File: src/rtl/gf_clk_pkg.sv
// Shared definitions for the glitch-free divided-clock generator:
// FSM state encoding, the minimum legal divide ratio and the ratio clamp.
package gf_clk_pkg;

   typedef enum logic [1:0] {
      LOAD = 2'd0,
      RUN  = 2'd1,
      GAP  = 2'd2
   } gf_state_t;

   // Smallest ratio that still yields one high and one low cycle.
   localparam int MIN_DIV = 2;

   // Ratios 0 and 1 cannot form a period, so they are promoted to MIN_DIV.
   function automatic logic [31:0] clamp_div(input logic [31:0] value);
      return (value < 32'(MIN_DIV)) ? 32'(MIN_DIV) : value;
   endfunction

endpackage

File: src/rtl/gf_div_counter.sv
// Modulo-N phase counter. cnt runs 0..n-1 and wraps; wrap flags the last
// cycle of a period and high flags the first n>>1 cycles (the high phase).
module gf_div_counter #(
   parameter int DIV_W = 8
) (
   input  logic             clk,
   input  logic             rst_n,
   input  logic             clear,
   input  logic             run,
   input  logic [DIV_W-1:0] n,
   output logic             wrap,
   output logic             high
);

   logic [DIV_W-1:0] cnt;

   assign wrap = (cnt == n - DIV_W'(1));
   assign high = (cnt < (n >> 1));

   // Phase counter: cleared on ratio load, advances only while running.
   always_ff @(posedge clk or negedge rst_n) begin
      if (!rst_n) begin
         cnt <= '0;
      end else if (clear) begin
         cnt <= '0;
      end else if (run) begin
         cnt <= wrap ? '0 : cnt + DIV_W'(1);
      end
   end

endmodule

File: src/rtl/glitch_free_clkdiv_sel.sv
// Glitch-free divided clock with an N-way ratio selector.
// A ratio change lets the current period finish, holds clk_out low for
// GAP_CYC cycles, then loads the new ratio, so no runt pulse is produced.
// Optional macro GFDIV_HANDSHAKE_EN adds a sel_valid/sel_ready request
// handshake; without it sel is observed continuously.
module glitch_free_clkdiv_sel
   import gf_clk_pkg::*;
#(
   parameter  int NUM_SEL = 4,
   parameter  int DIV_W   = 8,
   parameter  int GAP_CYC = 2,
   localparam int SEL_W   = $clog2(NUM_SEL)
) (
   input  logic                     clk,
   input  logic                     rst_n,
   input  logic [SEL_W-1:0]         sel,
   input  logic [NUM_SEL*DIV_W-1:0] div_cfg,
`ifdef GFDIV_HANDSHAKE_EN
   input  logic                     sel_valid,
   output logic                     sel_ready,
`endif
   output logic                     clk_out,
   output logic                     clk_rise,
   output logic [SEL_W-1:0]         sel_active,
   output logic                     sw_busy,
   output logic                     sw_done
);

   localparam int GAP_W = (GAP_CYC > 1) ? $clog2(GAP_CYC) : 1;

   gf_state_t        state, state_next;
   logic [GAP_W-1:0] gap_cnt, gap_cnt_next;
   logic [DIV_W-1:0] n_div, n_div_next;
   logic [SEL_W-1:0] sel_active_next;
   logic             clk_out_next;
   logic             clk_rise_next;
   logic             sw_busy_next;
   logic             sw_done_next;
   logic             post_reset, post_reset_next;
   logic             cnt_clear, cnt_run, cnt_wrap, cnt_high;
   logic             busy_req;
   logic [SEL_W-1:0] tgt_sel;
   logic [DIV_W-1:0] cfg_slice [NUM_SEL];

   // Unpack the configuration bus into one entry per ratio index.
   generate
      for (genvar gi = 0; gi < NUM_SEL; gi++) begin : g_cfg
         assign cfg_slice[gi] = div_cfg[gi*DIV_W +: DIV_W];
      end
   endgenerate

`ifdef GFDIV_HANDSHAKE_EN
   logic             accept;
   logic [SEL_W-1:0] req_sel;

   assign sel_ready = !sw_busy;
   assign accept    = sel_valid && sel_ready;
   // A pending switch is latched once accepted and cannot be cancelled.
   assign busy_req  = sw_busy || (accept && (sel != sel_active));
   // The first load after reset takes sel directly; later loads use the
   // index captured at acceptance.
   assign tgt_sel   = post_reset ? sel : req_sel;

   // Capture the requested index at acceptance; later sel wiggles are ignored.
   always_ff @(posedge clk or negedge rst_n) begin
      if (!rst_n) begin
         req_sel <= '0;
      end else if (accept) begin
         req_sel <= sel;
      end
   end
`else
   // Continuous observation: a request exists while sel differs, so a
   // return to the active index before the period ends cancels it.
   assign busy_req = (sel != sel_active);
   assign tgt_sel  = sel;
`endif

   gf_div_counter #(
      .DIV_W (DIV_W)
   ) u_counter (
      .clk   (clk),
      .rst_n (rst_n),
      .clear (cnt_clear),
      .run   (cnt_run),
      .n     (n_div),
      .wrap  (cnt_wrap),
      .high  (cnt_high)
   );

   // Next-state and next-output logic for the LOAD/RUN/GAP sequencer.
   always_comb begin
      state_next      = state;
      gap_cnt_next    = gap_cnt;
      n_div_next      = n_div;
      sel_active_next = sel_active;
      clk_out_next    = 1'b0;
      sw_busy_next    = sw_busy;
      sw_done_next    = 1'b0;
      post_reset_next = post_reset;
      cnt_clear       = 1'b0;
      cnt_run         = 1'b0;
      case (state)
         LOAD: begin
            sel_active_next = tgt_sel;
            n_div_next      = DIV_W'(clamp_div(32'(cfg_slice[tgt_sel])));
            cnt_clear       = 1'b1;
            sw_busy_next    = 1'b0;
            sw_done_next    = !post_reset;
            post_reset_next = 1'b0;
            state_next      = RUN;
         end
         RUN: begin
            cnt_run      = 1'b1;
            clk_out_next = cnt_high;
            sw_busy_next = busy_req;
            if (cnt_wrap) begin
               if (busy_req) begin
                  state_next   = GAP;
                  gap_cnt_next = '0;
               end else begin
                  // Ratio edits on the active slice apply only at a wrap,
                  // so a running high phase is never shortened.
                  n_div_next = DIV_W'(clamp_div(32'(cfg_slice[sel_active])));
               end
            end
         end
         GAP: begin
            sw_busy_next = 1'b1;
            if (gap_cnt == GAP_W'(GAP_CYC - 1)) begin
               state_next = LOAD;
            end else begin
               gap_cnt_next = gap_cnt + GAP_W'(1);
            end
         end
         default: begin
            state_next = LOAD;
         end
      endcase
   end

   assign clk_rise_next = clk_out_next && !clk_out;

   // State and registered outputs; clk_out drops at once on reset.
   always_ff @(posedge clk or negedge rst_n) begin
      if (!rst_n) begin
         state      <= LOAD;
         gap_cnt    <= '0;
         n_div      <= DIV_W'(MIN_DIV);
         sel_active <= '0;
         clk_out    <= 1'b0;
         clk_rise   <= 1'b0;
         sw_busy    <= 1'b0;
         sw_done    <= 1'b0;
         post_reset <= 1'b1;
      end else begin
         state      <= state_next;
         gap_cnt    <= gap_cnt_next;
         n_div      <= n_div_next;
         sel_active <= sel_active_next;
         clk_out    <= clk_out_next;
         clk_rise   <= clk_rise_next;
         sw_busy    <= sw_busy_next;
         sw_done    <= sw_done_next;
         post_reset <= post_reset_next;
      end
   end

endmodule
File: config.mk
export PLATFORM = sky130hd
export DESIGN_NAME = glitch_free_clkdiv_sel
export DESIGN_NICKNAME = d
export VERILOG_FILES = /design/src/rtl/gf_clk_pkg.sv /design/src/rtl/gf_div_counter.sv /design/src/rtl/glitch_free_clkdiv_sel.sv
export SDC_FILE = /design/constraint.sdc
export NUM_CORES = 1
export LEC_CHECK = 0
export BUFFER_PORTS_ARGS = -buffer_cell sky130_fd_sc_hd__buf_2
export CAP_MARGIN = 30
export CORE_UTILIZATION = 50
export CTS_CLUSTER_SIZE = 20
export DETAILED_ROUTE_END_ITERATION = 16
export HOLD_SLACK_MARGIN = 0.1
export PLACE_DENSITY = 0.76
export SETUP_SLACK_MARGIN = 0.5
export SYNTH_ARGS = -nofsm -noshare
export SYNTH_HDL_FRONTEND = slang
export SYNTH_SLANG_ARGS = --single-unit
File: constraint.sdc
create_clock -name clk -period 2.45 [get_ports clk]
set_input_delay 0.3675 -clock clk [delete_from_list [all_inputs] [get_ports clk]]
set_output_delay 0.3675 -clock clk [all_outputs]
set_load 0.01 [all_outputs]
**Word-level counts from Yosys, hierarchy flattened**

Cells that the tools add are included.

- Register bits after elaboration: 26
- Bits in latches: 0
- RAM bits: 0
- ROM bits: 0
- Input port bits: 36
- Output and inout bits: 6
- Memories kept: 0

- $add $sub $neg: 3
- Multiply operators: 0
- Divide/modulo/power cells: 0
- Magnitude comparators: 5
- Equal/unequal tests: 8
- Shifts and indexed selects: 0
- Muxes and demuxes: 27
- Bitwise gates (word level): 2
- Reduce and logical (&&, ||, !) cells: 11

Operators with widths:

| cell | number |
|---|---|
| two-way mux 8 bit | 11 |
| binary-select mux 8 bit (select 2 bit) | 2 |
| less-than comparator 8 x 2 -> 1 bit, second input constant | 2 |
| one-hot mux 8 bit (2 select lines) | 1 |
| AND reduction 3 bit | 3 |
| adder 8 x 1 -> 8 bit, second input constant | 1 |
| == test 8 bit | 1 |
| less-than comparator 8 x 7 -> 1 bit | 1 |
| subtractor 8 x 1 -> 8 bit, second input constant | 1 |
| two-way mux 1 bit | 7 |
| >= comparator 3 bit, second input constant | 2 |
| two-way mux 2 bit | 3 |
| != test 2 bit, second input constant | 3 |
| NOT 2 -> 3 bit | 2 |
| one-hot mux 2 bit (3 select lines) | 1 |
| nonzero test 2 bit | 3 |
| one-hot mux 1 bit (3 select lines) | 1 |
| nonzero test 3 bit | 1 |
| == test 2 x 1 -> 1 bit, second input constant | 1 |
| == test 2 bit, second input constant | 1 |
| zero test 1 bit | 2 |
| zero test 2 bit | 1 |
| != test 2 x 1 -> 1 bit, second input constant | 1 |
| != test 2 bit | 1 |
| other kinds (3) | 3 |

**Depth between registers and ports, before layout**

Gate-level depths: netlist of the first run.

- Depth in word-level cells: 9
- Depth in mapped cells: 9

**Modules after synthesis**

A second synthesis of the first run with hierarchy kept.

- Cells, all modules: 203
- Area, all modules: 2178.3 um2

By module, submodules not included:

| module | instances | cells each | area each (um2) |
|---|---|---|---|
| glitch_free_clkdiv_sel | 1 | 99 | 1311.3 |
| gf_div_counter | 1 | 104 | 867.1 |

**Worst setup path after synthesis of the first run**

No wires, ideal clock.

- Path kind: register -> register
- Start: register n_div[1]
- End: register n_div[0]
- Library setup time: 125 ps
- Arrival: 2189 ps
- Required time: 2325 ps
- Slack: 135 ps
- Stages on the path, launching flop included: 10
- Buffers on the path: 1
- Path through: dfstp_2 > inv_1 > ha_1 > xor2_1 > nand2_1 > a2111oi_4 > nand4_2 > nand2b_2 > buf_6 > mux2_4

- Word-level cells in the longest chain between the ends: 4

RTL lines:

| item | RTL line | source |
|---|---|---|
| start, declared | glitch_free_clkdiv_sel.sv:33 | `logic [DIV_W-1:0] n_div, n_div_next;` |
| start signal, assigned | glitch_free_clkdiv_sel.sv:149 | `n_div <= DIV_W'(MIN_DIV);` |
| start signal, assigned | glitch_free_clkdiv_sel.sv:159 | `n_div <= n_div_next;` |
| subtractor 8 x 1 -> 8 bit | gf_div_counter.sv:17 | `assign wrap = (cnt == n - DIV_W'(1));` |
| == test 8 bit | gf_div_counter.sv:17 |  |
| != test 2 x 1 -> 1 bit (no source line) | -- |  |
| AND reduction 3 bit (no source line) | -- |  |

Every way passes these cells.
A chain may end at the register's enable or synchronous reset.

**Worst setup path after layout of the first run**

- Start: register sel_active[0]
- End: register n_div[0]

- Word-level cells in the longest chain between the ends: 9
- Elaborated cells on any way between the ends: 12

RTL lines:

| item | RTL line | source |
|---|---|---|
| start, declared | glitch_free_clkdiv_sel.sv:24 | `output logic [SEL_W-1:0] sel_active,` |
| start signal, assigned | glitch_free_clkdiv_sel.sv:160 | `sel_active <= sel_active_next;` |
| NOT 2 -> 3 bit (implied by the code) | glitch_free_clkdiv_sel.sv:124 | `n_div_next = DIV_W'(clamp_div(32'(cfg_slice[sel_active])));` |
| binary-select mux 8 bit (select 2 bit) | glitch_free_clkdiv_sel.sv:124 |  |
| two-way mux 8 bit (implied by the code) (2 in a row) | glitch_free_clkdiv_sel.sv:124 |  |
| less-than comparator 8 x 2 -> 1 bit | gf_clk_pkg.sv:16 | `return (value < 32'(MIN_DIV)) ? 32'(MIN_DIV) : value;` |
| two-way mux 8 bit | gf_clk_pkg.sv:16 |  |
| two-way mux 8 bit | glitch_free_clkdiv_sel.sv:118 | `if (busy_req) begin` |
| two-way mux 8 bit | glitch_free_clkdiv_sel.sv:117 | `if (cnt_wrap) begin` |
| one-hot mux 8 bit (2 select lines) | glitch_free_clkdiv_sel.sv:103 | `case (state)` |

Several ways; a longest one is shown, not always the timed one. The select of a mux whose other input is x is not followed.

==> flow_metrics.py, run 1 <==
metrics = {
    "power_and_ir_drop": {
        "switchingPower_mw": 1.23,
        "intPower_mw": 1.75,
        "vdd_drop_max_uv": 551,
        "seqPwrFrac_pct": 25.2,
        "switching_share_pct": 41.3,
        "combPwrFrac_pct": 62.9,
        "leakage_nw": 1.29,
        "p_per_area_nw_per_um2": 1020,
        "power_frac_clock_pct": 11.8,
    },
    "sta": {
        "slew-limit-headroom_pct": 60.1,
        "setup_tns_ns": 0,
        "rsz0062_at_grt": "true",
        "maxSlewViolCount": 0,
        "max_slew.worst_pin.slew_ns": 0.598,
        "finClkSkew_ns": 0.00617,
        "hold_violations": 0,
        "min_period_ns": 2.28,
        "setup_ws_ns": 0.174,
        "setup_violations": 0,
        "min_period_over_period_pct": 92.9,
        "max_freq_mhz": 439,
    },
    "synth": {
        "synthAdderAreaFrac_pct": 6.72,
        "synthSimpleGateAreaFrac_pct": 18.0,
        "synth-compound-area-share_pct": 16.2,
        "synthMuxAreaShare_pct": 20.0,
        "synth-xor-area-share_pct": 4.64,
        "synth.top_cells.by_area": "dfrtp_1, mux4_2, ha_1",
        "ys_seq_elements": 26,
        "synth_top_family_by_area": "multiplexers",
        "synthesis.area_um2": 2240,
        "ys_types": 57,
        "async_reset_ff_share_pct": 100,
        "avgSynthCellArea_um2": 10.7,
        "synth_edf_count": 0,
        "synth_top_area_share_pct": 26.9,
        "synth_cells": 208,
        "yosys.area.top_type": "dfrtp_1",
        "ys.flop_type": "dfrtp_1",
        "yosys_warnings": 0,
        "yosysSeqAreaShare_pct": 29.2,
        "syn-num-nets": 256,
    },
    "floorplan": {
        "boundaryPins": 42,
        "rows": 23,
        "initial_core_util_pct": 54.0,
        "dieArea_um2": 4740,
        "die_h_um": 68.9,
        "die_w_um": 68.9,
        "core_um2": 4140,
    },
    "worst_setup_path": {
        "worstPathRequired_ns": 2.61,
        "crit_type": "register to register",
        "path_max_fanout": 5,
        "r2r_slack_ns": 0.17,
        "regToRegEndpoint": "n_div[0]",
        "reg2reg_depth": 5,
        "crit_arrival_ns": 2.43,
        "worst_setup_path_start_kind": "register",
        "rr_startpoint": "sel_active[0]",
        "endpoint_kind": "register",
    },
    "grt": {
        "grt_max_degree": 27,
        "grt_usage_pct": 24.4,
        "antenna_found_initial": 0,
        "grt_pass1_wl_um": 8510,
        "grt_pass1_vias": 1836,
        "grt_overflow": 0,
    },
    "routing": {
        "vias_per_cell": 6.03,
        "post_drt_wl_per_cell_um": 17.1,
        "ant_nets": 0,
        "routed_wirelength_um": 5410,
        "drc_errors": 0,
        "via_count": 1911,
        "drt_first_pass_iters": 4,
        "first_iter_violations": 151,
    },
    "layout": {
        "final_area_um2": 2930,
        "fillCellCount": 310,
        "post-route-util_pct": 70.7,
        "multi_input_area_um2": 1640,
        "layout-drive-gt1-share_pct": 46.1,
        "n_antenna_cell": 0,
        "final_nets": 316,
        "syn_to_final_growth_pct": 30.9,
        "seqCellArea_um2": 656,
    },
    "clocking": {
        "clockBufferDepth": 2,
        "cts_tree": "done",
        "path_clk_slew_ns": 0.09,
        "hold_buffers": 0,
        "htree_num_levels": 1,
        "cts_inserted_buffers": 3,
        "cts_root_buffer": "clkbuf_8",
        "clk-insertion-delay-late_ns": 0.27,
        "cts.sinks": 26,
    },
    "job": {
        "cap_violations": 0,
    },
    "min_path": {
        "hp-class": "input port to asynchronous set/reset pin",
    },
    "place": {
        "place.gp.congestion": 0.832,
        "dpl.hpwl_um": 3720,
        "place_ws_ns": 0.109,
        "postPlaceCellArea_um2": 2570,
        "port_buffers": 41,
    },
    "status": {
        "status": "finished, final reports clean",
    },
}
-- how the worst max path moves through the flow --
stage	end	start	cells after the start	slack [ns]
4_1_cts	n_div[0]	sel_active[0]	5	0.17
3_5_place_dp	n_div[0]	sel_active[0]	5	0.11
5_1_grt	n_div[0]	sel_active[0]	5	0.07
6_report	n_div[0]	sel_active[0]	5	0.17
2_1_floorplan	n_div[0]	sel_active[0]	6	0.15
3_3_place_gp	n_div[0]	sel_active[0]	5	0.16
-- worst max-delay path, stage by stage (launching register included) --
cell	delay (ns)
dfrtp_2	0.44
mux4_2	0.54
or4_4	0.56
o41ai_4	0.24
o22ai_1	0.12
mux2_4	0.27
-- area by class of cell --
type | instances | share of cell area [%]
tap | 50 | 2.14
clock inverter | 1 | 1.03
inverter | 13 | 1.67
sequential | 26 | 22.4
clock buffer | 3 | 1.41
multi-input combinational | 158 | 56.1
timing repair buffer | 66 | 15.3
-- kinds of logic (layout without fill, tap and decap cells) --
kind of cell / after synthesis / in the layout
buffers and inverters: 25 / 83
AO/OA/AOI/OAI: 44 / 44
multiplexers: 22 / 22
adder cells (fa/ha/maj): 12 / 12
XOR/XNOR: 11 / 11
AND/OR/NAND/NOR: 68 / 69
flip-flops: 26 / 26
-- power by group through the flow --
stage               sequential (mW)  combinational, mW  clock [mW]
global route                  0.777               2.04       0.375
floorplan                     0.734               1.18           0
global placement              0.764               1.47           0
detailed placement            0.771               1.49           0
CTS                           0.746               1.73       0.360
finish                        0.750               1.87       0.352
-- layer usage --
| layer | vias up | share of wire (%) | global-route usage [%] |
|---|---|---|---|
| li1 | 918 | - | - |
| met3 | 6 | 3.1 | 1.97 |
| met5 | - | 0 | 0 |
| met2 | 54 | 51 | 43.1 |
| met4 | 0 | 0.96 | 6.12 |
| met1 | 933 | 44 | 32.1 |
-- registers in the layout, indices dropped and copies added, names as in the netlist --
| register | flops |
|---|---|
| n_div | 8 |
| clk_out | 1 |
| u_counter.cnt | 8 |
| state | 2 |
| sel_active | 2 |
| post_reset | 1 |
| clk_rise | 1 |
| sw_done | 1 |
| sw_busy | 1 |
| gap_cnt | 1 |
-- Yosys cell counts, types with 2 or more instances --
master	number
a21o_1	3
a21oi_1	6
a311o_1	2
a31oi_1	4
and3_1	2
buf_6	3
clkbuf_1	8
dfrtp_1	24
dfstp_2	2
ha_1	12
inv_1	12
mux2_1	2
mux2i_1	3
mux4_1	5
mux4_2	11
nand2_1	12
nand2b_1	11
nand3_1	7
nand3b_1	2
nand4_2	2
nor2_1	7
nor2b_1	5
nor3_1	3
nor4b_1	2
o21ai_1	8
o221a_1	6
or2_2	3
or3_1	3
or4_1	2
xnor2_1	7
xor2_1	3
-- through the flow --
stage / cells / hold WS (ns) / total power [mW]
3_3_place_gp: 295 / 0.417 / 2.23
3_5_place_dp: 295 / 0.410 / 2.26
5_1_grt: 317 / 0.131 / 3.19
6_report: 317 / 0.0966 / 2.97
4_1_cts: 313 / 0.110 / 2.84
2_1_floorplan: 208 / 0.0719 / 1.91
-- cell usage in the layout (no fill, tap or decap), types with 3 or more instances in the layout --
| cell | Yosys | routed |
|---|---|---|
| buf_2 | 1 | 41 |
| dfrtp_1 | 24 | 22 |
| buf_4 | 0 | 15 |
| nand2b_1 | 11 | 11 |
| nand2_1 | 12 | 11 |
| mux4_2 | 11 | 11 |
| inv_1 | 12 | 10 |
| ha_1 | 12 | 10 |
| buf_6 | 3 | 8 |
| xnor2_1 | 7 | 7 |
| o21ai_1 | 8 | 7 |
| nor2_1 | 7 | 6 |
| o221a_1 | 6 | 6 |
| nor2b_1 | 5 | 5 |
| mux4_1 | 5 | 5 |
| nand3_1 | 7 | 4 |
| inv_2 | 1 | 3 |
| a21o_1 | 3 | 3 |
| a21oi_1 | 6 | 3 |
| a21oi_2 | 0 | 3 |
| xor2_1 | 3 | 3 |
| a31oi_1 | 4 | 3 |
| nand4_4 | 0 | 3 |
| nand3_2 | 0 | 3 |
| mux2i_1 | 3 | 3 |
| clkbuf_8 | 0 | 3 |
-- timing repair --
| item | 4_1_cts | 5_1_grt |
|---|---|---|
| cloned | 1 | 0 |
| gates resized for setup | 15 | 17 |
| buffers inserted | 13 | 4 |
| pin swaps | 8 | 6 |
| setup endpoints to repair | 19 | 20 |
Power figures use the tool's default switching activity.
==> run 2, diff against run 1 <==
Settings changed: RECOVER_POWER set to 100.
==> flow_metrics.py, run 2 (same netlist as run 1, synthesis figures left out) <==
metrics = {
    "layout": {
        "n_antenna_cell": 0,
        "syn_to_final_growth_pct": 29.3,
        "layout_commonest_cell": "buf_2",
        "final_cell_mix": "buf_2, dfrtp_1, buf_4",
        "final_nets": 316,
        "top_regs": "n_div x8, u_counter.cnt x8",
        "post-route-util_pct": 69.8,
        "layout-drive-gt1-share_pct": 42.7,
    },
    "floorplan": {
        "dieArea_um2": 4740,
        "die_w_um": 68.9,
        "rows": 23,
        "core_um2": 4140,
        "initial_core_util_pct": 54.0,
        "boundaryPins": 42,
        "die_h_um": 68.9,
    },
    "grt": {
        "grt_usage_pct": 24.4,
        "antenna_found_initial": 0,
        "grt_max_degree": 27,
        "grt_pass1_wl_um": 8510,
        "met3_usage_pct": 1.97,
        "use_met1_pct": 32.1,
        "busiest_layer": "met2",
        "grt_overflow": 0,
        "grt_pass1_vias": 1836,
        "grt.met2_usage_pct": 43.1,
    },
    "routing": {
        "via_count": 1880,
        "first_iter_violations": 142,
        "drc_errors": 0,
        "post_drt_wl_per_cell_um": 17.1,
        "ant_nets": 0,
        "drt_first_pass_iters": 4,
        "vias_per_cell": 5.93,
        "routed_wirelength_um": 5410,
    },
    "min_path": {
        "hp-class": "input port to asynchronous set/reset pin",
    },
    "clocking": {
        "cts_root_buffer": "clkbuf_8",
        "path_clk_slew_ns": 0.09,
        "cts_tree": "done",
        "clk-insertion-delay-late_ns": 0.27,
        "hold_buffers": 0,
        "clockBufferDepth": 2,
        "htree_num_levels": 1,
        "cts_inserted_buffers": 3,
        "cts.sinks": 26,
    },
    "sta": {
        "timing.hold.ws_ns": 0.419,
        "slew-limit-headroom_pct": 4.33,
        "hold_violations": 0,
        "setup_tns_ns": 0,
        "min_period_over_period_pct": 92.9,
        "setup_violations": 0,
        "rsz0062_at_grt": "true",
        "finClkSkew_ns": 0.00472,
        "max_slew.worst_pin.slew_ns": 1.44,
        "min_period_ns": 2.28,
        "maxSlewViolCount": 0,
        "max_freq_mhz": 439,
    },
    "worst_setup_path": {
        "endpoint_kind": "register",
        "worstPathRequired_ns": 2.61,
        "r2r_slack_ns": 0.17,
        "critPathMaxStageDelay_ns": 0.56,
        "crit_type": "register to register",
        "path_max_fanout": 5,
        "crit_buf_inv": 0,
        "path_delay_family": "multiplexers",
        "cp_slowest_cell": "or4_4",
        "path_cells": "mux4_2, or4_4, o41ai_4, o22ai_1, mux2_4",
        "worst_setup_path_start_kind": "register",
        "crit_arrival_ns": 2.43,
    },
    "place": {
        "place.gp.congestion": 0.832,
        "dpl.hpwl_um": 3720,
        "port_buffers": 41,
    },
    "power_and_ir_drop": {
        "vdd_drop_max_uv": 548,
        "leakage_nw": 1.26,
        "p_per_area_nw_per_um2": 1020,
    },
    "status": {
        "status": "finished, final reports clean",
    },
    "job": {
        "cap_violations": 0,
    },
}
run 2: worst register-to-register path, stage by stage (launching register included):
cell and delay [ns]:
dfrtp_2 0.44, mux4_2 0.54, or4_4 0.56, o41ai_4 0.24, o22ai_1 0.12, mux2_4 0.27
run 2: where the power goes:
| group | internal [mW] | switching [mW] |
|---|---|---|
| logic | 0.909 | 0.930 |
| clock network | 0.218 | 0.132 |
| registers | 0.586 | 0.165 |
| total | 1.71 | 1.23 |
run 2: what timing repair did:
item,in CTS,in global routing
gates cloned,1,0
resized for setup,15,17
setup endpoints to repair,19,20
pin swaps,8,6
setup buffers,13,4
run 2: final timing paths:
check	endpoint	start	depth (start not counted)
min in group clk	post_reset	post_reset	1
setup reg to reg	n_div[0]	sel_active[0]	5
max in group asynchronous	sel_active[0]	rst_n	1
setup / recovery	n_div[0]	sel_active[0]	5
hold / removal	n_div[6]	rst_n	1
hold reg to reg	post_reset	post_reset	1
run 2: final cells by class:
cell class / instances / area (um^2)
Clock buffer: 3 / 41.3
Clock inverter: 1 / 30.0
Fill cell: 320 / 1250
Inverter: 13 / 48.8
Multi-Input combinational cell: 158 / 1640
Sequential cell: 26 / 656
Tap cell: 50 / 62.6
Timing Repair Buffer: 66 / 412
run 2: through the flow:
| stage | setup WS [ns] | cell area, um^2 | total power, mW | std cells |
|---|---|---|---|---|
| floorplan | 0.150 | 2310 | 1.91 | 208 |
| global placement | 0.159 | 2570 | 2.23 | 295 |
| detailed placement | 0.109 | 2570 | 2.26 | 295 |
| CTS | 0.175 | 2830 | 2.84 | 313 |
| global route | 0.0608 | 2890 | 3.16 | 317 |
| finish | 0.174 | 2890 | 2.94 | 317 |
run 2: routing by layer:
layer,vias up,routed length [um]
met5,-,0
met4,0,51
met3,6,152
met2,45,2780
met1,914,2420
li1,915,-
